**src/rtl/pipe_trace_pkg.sv**
```systemverilog
// Shared types and constants for the pipeline trace generator.
//   trace_state_t : top-level trace FSM states (RUN, DRAIN, DONE)
//   stage_tag_t   : per-stage contents (valid, tag, halt bit)
//   ret_rec_t     : retire-queue record (tag, halt bit, optional cycle stamp)
// Tags are carried at TAG_W_MAX bits; the top uses only its low ID_W bits.
// Macro TRACE_CYCLE_STAMP_EN adds a 32-bit cycle stamp to ret_rec_t.
package pipe_trace_pkg;

  localparam int unsigned NUM_STAGES = 5;
  localparam int unsigned TAG_W_MAX  = 32;

  typedef enum logic [1:0] {
    RUN   = 2'd0,
    DRAIN = 2'd1,
    DONE  = 2'd2
  } trace_state_t;

  typedef struct packed {
    logic                 vld;
    logic [TAG_W_MAX-1:0] id;
    logic                 halt;
  } stage_tag_t;

  typedef struct packed {
    logic [TAG_W_MAX-1:0] id;
    logic                 halt;
`ifdef TRACE_CYCLE_STAMP_EN
    logic [31:0]          cycle;
`endif
  } ret_rec_t;

  localparam stage_tag_t BUBBLE = '0;

endpackage

```
**src/rtl/trace_ret_fifo.sv**
```systemverilog
// Retire queue: synchronous FIFO of generic records.
//   clk, rst   : clock, asynchronous active-high reset (queue becomes empty)
//   push       : write push_rec this cycle (dropped if full and not popping)
//   push_rec   : record to write
//   pop        : consume head (ignored when empty)
//   head       : current head record (stable until popped)
//   full/empty : occupancy flags
//   ovf        : one-cycle pulse when a push was dropped
// DEPTH must be a power of two, at least 2.
module trace_ret_fifo #(
  parameter int unsigned DEPTH = 4,
  parameter type         rec_t = logic
) (
  input  logic clk,
  input  logic rst,
  input  logic push,
  input  rec_t push_rec,
  input  logic pop,
  output rec_t head,
  output logic full,
  output logic empty,
  output logic ovf
);

  localparam int unsigned AW = (DEPTH > 1) ? $clog2(DEPTH) : 1;

  rec_t          mem [DEPTH];
  logic [AW-1:0] wr_ptr_q;
  logic [AW-1:0] rd_ptr_q;
  logic [AW:0]   cnt_q;
  logic          do_pop;
  logic          do_push;

  always_comb begin
    empty   = (cnt_q == '0);
    full    = (cnt_q == (AW+1)'(DEPTH));
    do_pop  = pop & ~empty;
    // A simultaneous pop frees the slot, so a push into a full queue still lands.
    do_push = push & (~full | do_pop);
    ovf     = push & full & ~do_pop;
    head    = mem[rd_ptr_q];
  end

  always_ff @(posedge clk) begin
    if (do_push) mem[wr_ptr_q] <= push_rec;
  end

  always_ff @(posedge clk or posedge rst) begin
    if (rst) begin
      wr_ptr_q <= '0;
      rd_ptr_q <= '0;
      cnt_q    <= '0;
    end else begin
      if (do_push) wr_ptr_q <= wr_ptr_q + AW'(1);
      if (do_pop)  rd_ptr_q <= rd_ptr_q + AW'(1);
      case ({do_push, do_pop})
        2'b10:   cnt_q <= cnt_q + (AW+1)'(1);
        2'b01:   cnt_q <= cnt_q - (AW+1)'(1);
        default: cnt_q <= cnt_q;
      endcase
    end
  end

endmodule

```
**src/rtl/pipe_trace_gen.sv**
```systemverilog
// Five-stage (F/D/X/M/W) pipeline occupancy trace generator.
// Tags instructions at fetch, moves them through the stages honouring
// stall/flush, drains on HLT and queues one retire record per W-stage
// instruction for a ready/valid consumer.
//   clk, rst        : clock, asynchronous active-high reset
//   stall           : freeze F and D, inject a bubble into X
//   flush           : squash the instruction in F (ignored under stall)
//   hlt_dec         : instruction in D is HLT
//   {f,d,x,m,w}_vld : stage holds a real instruction
//   {f,d,x,m,w}_id  : tag of the instruction in that stage
//   ret_valid/ready : retire record handshake
//   ret_id/ret_halt : head record fields
//   ret_cycle       : head record cycle stamp (only with TRACE_CYCLE_STAMP_EN)
//   done            : HLT has retired
//   rq_ovf          : sticky, a retire record was dropped
module pipe_trace_gen
  import pipe_trace_pkg::*;
#(
  parameter int unsigned ID_W     = 8,
  parameter int unsigned RQ_DEPTH = 4
) (
  input  logic            clk,
  input  logic            rst,
  input  logic            stall,
  input  logic            flush,
  input  logic            hlt_dec,
  output logic            f_vld,
  output logic            d_vld,
  output logic            x_vld,
  output logic            m_vld,
  output logic            w_vld,
  output logic [ID_W-1:0] f_id,
  output logic [ID_W-1:0] d_id,
  output logic [ID_W-1:0] x_id,
  output logic [ID_W-1:0] m_id,
  output logic [ID_W-1:0] w_id,
  output logic            ret_valid,
  input  logic            ret_ready,
  output logic [ID_W-1:0] ret_id,
  output logic            ret_halt,
`ifdef TRACE_CYCLE_STAMP_EN
  output logic [31:0]     ret_cycle,
`endif
  output logic            done,
  output logic            rq_ovf
);

  localparam int unsigned S_D = 1;
  localparam int unsigned S_X = 2;
  localparam int unsigned S_M = 3;
  localparam int unsigned S_W = 4;

  trace_state_t    state_q;
  trace_state_t    state_d;
  logic [ID_W-1:0] next_tag_q;
  stage_tag_t      stg_q [1:NUM_STAGES-1];
  stage_tag_t      f_stage;
  logic            run;
  logic            fetch_adv;
  logic            halt_adv;
  logic            d_kill;
  logic            rq_ovf_q;
  logic            fifo_full;
  logic            fifo_empty;
  logic            fifo_ovf;
  logic            pop;
  ret_rec_t        push_rec;
  ret_rec_t        head;

`ifdef TRACE_CYCLE_STAMP_EN
  logic [31:0]     cyc_q;

  always_ff @(posedge clk or posedge rst) begin
    if (rst) cyc_q <= '0;
    else     cyc_q <= cyc_q + 32'd1;
  end
`endif

  // State register
  always_ff @(posedge clk or posedge rst) begin
    if (rst) state_q <= RUN;
    else     state_q <= state_d;
  end

  // Next-state logic
  always_comb begin
    state_d = state_q;
    case (state_q)
      RUN:     if (halt_adv) state_d = DRAIN;
      DRAIN:   if (stg_q[S_W].vld & stg_q[S_W].halt) state_d = DONE;
      DONE:    state_d = DONE;
      default: state_d = RUN;
    endcase
  end

  // FSM outputs
  always_comb begin
    run       = (state_q == RUN);
    fetch_adv = run & ~stall;
    halt_adv  = run & hlt_dec & stg_q[S_D].vld & ~stall;
    // The fetch slot behind an advancing HLT is squashed so HLT retires last.
    d_kill    = ~run | flush | halt_adv;
    // Reset is asynchronous, so F (derived from state) is masked while it is held.
    f_vld     = run & ~rst;
    done      = (state_q == DONE);
  end

  always_comb begin
    f_stage      = BUBBLE;
    f_stage.vld  = run;
    f_stage.id   = TAG_W_MAX'(next_tag_q);
    f_stage.halt = 1'b0;
  end

  // Tag generator and stage registers
  always_ff @(posedge clk or posedge rst) begin
    if (rst) begin
      next_tag_q <= '0;
      for (int unsigned i = 1; i < NUM_STAGES; i++) stg_q[i] <= BUBBLE;
    end else begin
      if (fetch_adv) next_tag_q <= next_tag_q + ID_W'(1);
      if (!stall) begin
        stg_q[S_D] <= d_kill ? BUBBLE : f_stage;
        stg_q[S_X] <= '{vld: stg_q[S_D].vld, id: stg_q[S_D].id, halt: halt_adv};
      end else begin
        stg_q[S_X] <= BUBBLE;
      end
      stg_q[S_M] <= stg_q[S_X];
      stg_q[S_W] <= stg_q[S_M];
    end
  end

  // Retire queue
  always_comb begin
    push_rec      = '0;
    push_rec.id   = stg_q[S_W].id;
    push_rec.halt = stg_q[S_W].halt;
`ifdef TRACE_CYCLE_STAMP_EN
    push_rec.cycle = cyc_q;
`endif
  end

  assign pop = ~fifo_empty & ret_ready;

  trace_ret_fifo #(
    .DEPTH (RQ_DEPTH),
    .rec_t (ret_rec_t)
  ) u_ret_fifo (
    .clk      (clk),
    .rst      (rst),
    .push     (stg_q[S_W].vld),
    .push_rec (push_rec),
    .pop      (pop),
    .head     (head),
    .full     (fifo_full),
    .empty    (fifo_empty),
    .ovf      (fifo_ovf)
  );

  always_ff @(posedge clk or posedge rst) begin
    if (rst)           rq_ovf_q <= 1'b0;
    else if (fifo_ovf) rq_ovf_q <= 1'b1;
  end

  // Outputs
  always_comb begin
    f_id      = next_tag_q;
    d_vld     = stg_q[S_D].vld;
    x_vld     = stg_q[S_X].vld;
    m_vld     = stg_q[S_M].vld;
    w_vld     = stg_q[S_W].vld;
    d_id      = stg_q[S_D].id[ID_W-1:0];
    x_id      = stg_q[S_X].id[ID_W-1:0];
    m_id      = stg_q[S_M].id[ID_W-1:0];
    w_id      = stg_q[S_W].id[ID_W-1:0];
    ret_valid = ~fifo_empty;
    ret_id    = head.id[ID_W-1:0];
    ret_halt  = head.halt;
    rq_ovf    = rq_ovf_q;
  end

`ifdef TRACE_CYCLE_STAMP_EN
  assign ret_cycle = head.cycle;
`endif

  if (ID_W < TAG_W_MAX) begin : g_tag_hi
    logic unused_tag_hi;
    assign unused_tag_hi = |{head.id[TAG_W_MAX-1:ID_W], fifo_full};
  end else begin : g_tag_full
    logic unused_full;
    assign unused_full = fifo_full;
  end

endmodule

```
**config.mk**
```make
export PLATFORM = sky130hd
export DESIGN_NAME = pipe_trace_gen
export DESIGN_NICKNAME = d
export VERILOG_FILES = /design/src/rtl/pipe_trace_pkg.sv /design/src/rtl/trace_ret_fifo.sv /design/src/rtl/pipe_trace_gen.sv
export SDC_FILE = /design/constraint.sdc
export NUM_CORES = 1
export LEC_CHECK = 0
export CELL_PAD_IN_SITES_DETAIL_PLACEMENT = 1
export CELL_PAD_IN_SITES_GLOBAL_PLACEMENT = 2
export CORE_UTILIZATION = 37
export DETAILED_ROUTE_END_ITERATION = 6
export PLACE_DENSITY_LB_ADDON = 0.1
export SLEW_MARGIN = 5
export SYNTH_ARGS = -nofsm -noshare
export SYNTH_HDL_FRONTEND = slang
export SYNTH_SLANG_ARGS = --single-unit
export TNS_END_PERCENT = 100
```
**constraint.sdc**
```tcl
create_clock -name clk -period 2.1 [get_ports clk]
set_input_delay 0.21 -clock clk [delete_from_list [all_inputs] [get_ports clk]]
set_output_delay 0.21 -clock clk [all_outputs]
set_load 0.1 [all_outputs]
```
* After elaboration in Yosys (flattened, before gate mapping)
Memories as Yosys holds them, arrays and structs flattened.
Index checks and enable logic that the tools add are counted.
** Storage, ports and cells
- Register bits after elaboration :: 153
- Memory bits (writable) :: 132
- Input port bits :: 6
- Output and inout bits :: 57
- Word-level logic and storage cells :: 62
- Memories :: 1
** Memory list
- u_ret_fifo.mem :: words 4, bits a word 33, read ports 1, clocked after Yosys merged registers in 0, write ports 1, RTL line trace_ret_fifo.sv:27 : rec_t mem [DEPTH];
** Cells by class
- Add/sub/neg operators :: 5
- Equal/unequal tests :: 7
- Mux-type cells :: 8
- Bitwise logic cells :: 20
- Reduce and logical (&&, ||, !) cells :: 4
** Operator list (count)
- $mux 34 :: 2
- $and 1x1->1 :: 11
- $add 8x1->8 const B :: 1
- $not 1->1 :: 6
- $pmux 2 s3 :: 1
- $pmux 3 s2 :: 1
- $add 2x1->2 const B :: 2
- $eq 2x1->1 const B :: 2
- $eq 2x2->1 const B :: 2
- $mux 2 :: 2
- $add 3x1->3 const B :: 1
- $eq 3x3->1 const B :: 1
- $logic_not 3->1 :: 1
- $or 1x1->1 :: 3
- $sub 3x1->3 const B :: 1
- $logic_not 2->1 :: 1
- $mux 1 :: 2
- $ne 2x1->1 const B :: 1
- $ne 2x2->1 const B :: 1
- $reduce_and 2->1 :: 1
- $reduce_bool 2->1 :: 1

* Logic depth before layout (Yosys ltp)
- Word-level depth :: 8
- Gate-level depth with buffers :: 9

* By module
Synthesis repeated with hierarchy kept, for this count alone.
** Second synthesis, totals
- Cells, all modules :: 373
- Area, all modules :: 7267.0 sq um
** Modules (own cells, without submodules)
- trace_ret_fifo :: instances 1, cells each 228, area each 5281.3 sq um
- pipe_trace_gen :: instances 1, cells each 145, area each 1985.7 sq um

* Worst setup path after synthesis
No wires, ideal clock.
- Path type :: register to register
- Start point :: register stg_q (netlist bit w_vld)
- End point :: register u_ret_fifo.cnt_q[2]
- Data arrival time :: 2.148 ns
- Data required time :: 1.975 ns
- Slack :: -0.173 ns
- Stages on the path, launching flop included :: 9
- Clock period less this slack :: 2.273 ns
- Path through :: dfrtp_1 > nor2b_2 > inv_1 > ha_1 > inv_1 > fa_1 > xor2_1 > nor2_1 > xor2_1
** Between the ends
- Cells in the longest elaborated chain, start to end :: 3
- Elaborated cells between the ends (all ways) :: 5
- Those cells by class :: eq/ne (2); mux (1); bitwise (1); reduce/logical (1)
** Ends and longest elaborated chain
- from (decl) :: RTL line pipe_trace_gen.sv:56 : stage_tag_t stg_q [1:NUM_STAGES-1];
- from (signal, indexed assignment) :: RTL line pipe_trace_gen.sv:123 : stg_q[S_D] <= d_kill ? BUBBLE : f_stage;
- from (signal, indexed assignment) :: RTL line pipe_trace_gen.sv:124 : stg_q[S_X] <= '{vld: stg_q[S_D].vld, id: stg_q[S_D].id, halt: halt_adv};
- from (signal, indexed assignment) :: RTL line pipe_trace_gen.sv:128 : stg_q[S_M] <= stg_q[S_X];
- $and 1x1->1 * :: RTL line trace_ret_fifo.sv:39 : do_push = push & (~full | do_pop);
- $eq 2x1->1 or $eq 2x2->1 (tied branches) :: RTL line trace_ret_fifo.sv:56 : case ({do_push, do_pop})
- $pmux 3 s2 or $reduce_bool 2->1 (tied branches)
- to (signal assigned) :: RTL line trace_ret_fifo.sv:57 : 2'b10: cnt_q <= cnt_q + (AW+1)'(1);
- to (signal assigned) :: RTL line trace_ret_fifo.sv:58 : 2'b01: cnt_q <= cnt_q - (AW+1)'(1);
- to (signal assigned) :: RTL line trace_ret_fifo.sv:59 : default: cnt_q <= cnt_q;
- to (decl) :: RTL line trace_ret_fifo.sv:30 : logic [AW:0] cnt_q;
Mark *: on every way between the ends. The rest lies on a longest branch, timed or not.
A chain may end at the register's enable or synchronous reset.

* Worst setup path in the final report
- Start point :: register u_ret_fifo.cnt_q[1]
- End point :: register u_ret_fifo.cnt_q[2]
** Between the ends
- Cells in the longest elaborated chain, start to end :: 8
- Elaborated cells between the ends (all ways) :: 14
- Those cells by class :: add/sub (2); eq/ne (3); mux (1); bitwise (6); reduce/logical (2)
** Ends and longest elaborated chain
- $logic_not 3->1 :: RTL line trace_ret_fifo.sv:35 : empty = (cnt_q == '0);
- $not 1->1 :: RTL line trace_ret_fifo.sv:37, pipe_trace_gen.sv:143
- $and 1x1->1 :: RTL line pipe_trace_gen.sv:143 : assign pop = ~fifo_empty & ret_ready;
- $and 1x1->1 :: RTL line trace_ret_fifo.sv:37 : do_pop = pop & ~empty;
- $or 1x1->1 :: RTL line trace_ret_fifo.sv:39
- $and 1x1->1 :: RTL line trace_ret_fifo.sv:39
- $eq 2x1->1 or $eq 2x2->1 (tied branches) :: RTL line trace_ret_fifo.sv:56
- $pmux 3 s2 or $reduce_bool 2->1 (tied branches)
Parallel ways exist; a longest one is shown, timed or not.

==> results.json <==
{
  "crit_arrival_ns": 2.24,
  "hold_path_class": "primary input to asynchronous set/reset pin",
  "cts_setup_buffers": 0,
  "maxSlewViolCount": 0,
  "coreArea_sq_um": 9730,
  "multi_input_area_sq_um": 887,
  "antenna_found_initial": 0,
  "rsz0062_at_grt": "false",
  "cp_top_family": "adder cells",
  "fin_area_sq_um": 4480,
  "cts_tree": "yes",
  "synth_top_area_share_pct": 38.7,
  "first_pass_iters": 4,
  "dp_hpwl_um": 4500,
  "slew_headroom_pct": 68.0,
  "yosys_register_bits": 93,
  "dieHeight_um": 102,
  "cp_data_required_time_ns": 2.38,
  "drive_gt1_share_pct": 38.8,
  "vias": 1798,
  "avgViaCountPerCell": 4.37,
  "wirelength_um": 6410,
  "ys_warn_count": 0,
  "n_antenna_cell": 0,
  "path_max_fanout": 4,
  "avgSynthCellArea_sq_um": 16.4,
  "cts_buffers": 9,
  "regArea_sq_um": 2510,
  "final_cell_mix": "59 x buf_4, 55 x dfrtp_1, 36 x edfxtp_1, 10 x buf_12",
  "yosys-top-cells-area": "dfrtp_1 39%, edfxtp_1 29%, buf_4 6.7%",
  "pre_cts_ws_ns": -0.106,
  "clk_pin_slew_ns": 0.09,
  "cts-root-buf": "clkbuf_8",
  "drc_errors": 0,
  "grt_usage_pct": 13.8,
  "setup_viol": 0,
  "yosys.area.top_type": "dfrtp_1",
  "drt_iter0_drc": 42,
  "fin_skew_ns": 0.0139,
  "cts-htree-levels": 3,
  "end_kind": "flip-flop",
  "fmax_mhz": 509,
  "crit_path_frequent_cell": "inv_1",
  "path_cells": "nor4b_4 > nor2b_2 > inv_1 > ha_2 > inv_1 > fa_2 > xor2_2 > nor2_2 > xor2_1",
  "finalCritPeriodShare_pct": 93.5,
  "synthesis.area_sq_um": 3690,
  "finalHoldViolations": 0,
  "fin_hold_ws_ns": 0.113,
  "path_buf_inv": 2,
  "nNetsFinal": 290,
  "worstSetupStartpointType": "flip-flop",
  "grt_overflow_total": 0,
  "start_util_pct": 37.9,
  "grt_pass1_wl_um": 10400,
  "detail_route.wl_per_cell_um": 15.6,
  "io_pins": 63,
  "yosysUniqueCellTypes": 32,
  "place.port_buffers": 62,
  "synth_nets": 242,
  "clock_latency_ns": 0.35,
  "maxCapViolCount": 0,
  "fp.dieW_um": 102,
  "status": "finished, final reports clean",
  "grt_max_degree": 37,
  "critical_path.max_stage_delay_ns": 0.45,
  "clockBufferDepth": 2,
  "path_class": "flip-flop to flip-flop",
  "synthCells": 225,
  "area_delta_synth_final_pct": 21.4,
  "crit_path_top_delay_cell": "dfrtp_2",
  "utilization_pct": 46.0,
  "rows": 36,
  "mostFrequentLayoutCell": "buf_4",
  "placed_area_sq_um": 4270,
  "cts_sinks": 93,
  "fill_cells": 995,
  "grt_pass1_vias": 1943,
  "tightest_slew_ns": 0.480,
  "final.min_clock_period_ns": 1.96,
  "ant_nets": 0,
  "die_area_sq_um": 10400,
  "setup_ws_ns": 0.136,
  "gp_congestion": 0.686,
  "ys_seq_area_share_pct": 68.0
}
==> per-stage QoR <==
step / cells / TNS [ns]
after detailed placement: 395 / -0.106
after floorplan: 225 / 0
after global routing: 411 / 0
after CTS: 411 / 0
after global placement: 395 / -0.0225
final: 411 / 0
==> logic make-up (layout without fill, tap and decap cells) <==
kind of cell               after synthesis  in the layout  share of synthesized area [%]
DFF                                     93             93                           68.0
buffers and inverters                   46             99                           8.48
and+or+nand+nor                         36             36                           6.71
muxes                                   14             14                           7.09
xor gates and xnor gates                13             13                           3.09
AOI/OAI and AO/OA                       12             12                           2.75
adders and majority gates               11             11                           3.93
==> layer usage <==
metal | vias up | track usage [%] | wire length, um
met5 | - | 0 | 0
met4 | 0 | 6.92 | 121
met3 | 10 | 3.49 | 260
met2 | 42 | 21.2 | 3120
met1 | 900 | 18.4 | 2910
li1 | 846 | - | -
==> worst reg2reg max path, stage by stage, from the launching register on <==
cell and delay, ns:
dfrtp_2 0.45, nor4b_4 0.32, nor2b_2 0.08, inv_1 0.06
ha_2 0.17, inv_1 0.05, fa_2 0.36, xor2_2 0.15
nor2_2 0.11, xor2_1 0.15
==> area by class of cell <==
class / instances / share of cell area [%]
clock inverters: 4 / 0.699
repair buffers: 74 / 15.5
multi-input cells: 86 / 19.8
inverters: 9 / 0.754
clock buffers: 12 / 3.49
flip-flops and latches: 93 / 56.0
well taps: 133 / 3.72
==> flip-flops by register name, indices dropped and copies added, names as in the netlist, 2 cells and up <==
name and count:
m_id 8, u_ret_fifo.rd_ptr_q 2, x_id 8, u_ret_fifo.cnt_q 3, u_ret_fifo.mem 36, state_q 2
f_id 8, stg_q 2, u_ret_fifo.wr_ptr_q 2, w_id 8, d_id 8
==> cells in the mapped netlist (all sizes together) <==
master and number:
buf 36, nand2 5, nor3 2, mux4 9, xor2 7, nor4b 1, mux2 4, o31a 1
fa 1, mux2i 1, clkbuf 1, a22o 8, nor3b 1, edfxtp 36, dfrtp 57, nand3b 2
nor2 2, a22oi 1, and3 1, or3 1, nand4 3, inv 9, xnor2 6, ha 10
a21o 2, and2 6, nor2b 12
==> timing repair <==
item | CTS | global route
hold buffers | 0 | 0
setup endpoints to repair | 0 | 1
gates resized for setup | 0 | 5
==> worst paths after layout <==
check | slack, ns | endpoint | depth (start not counted) | start
worst min register to register | 0.35 | stg_q[34] | 0 | stg_q[68]
worst max-delay path | 0.14 | u_ret_fifo.cnt_q[2] | 9 | u_ret_fifo.cnt_q[1]
worst min-delay path | 0.11 | state_q[1] | 2 | rst
max in group asynchronous | 1.32 | push_rec[0] | 3 | rst
min in group clk | 0.35 | stg_q[34] | 0 | stg_q[68]
worst max register to register | 0.14 | u_ret_fifo.cnt_q[2] | 9 | u_ret_fifo.cnt_q[1]
Power is not shown: default switching activity piles up to over one toggle a cycle in this logic, so the estimate is an artifact.
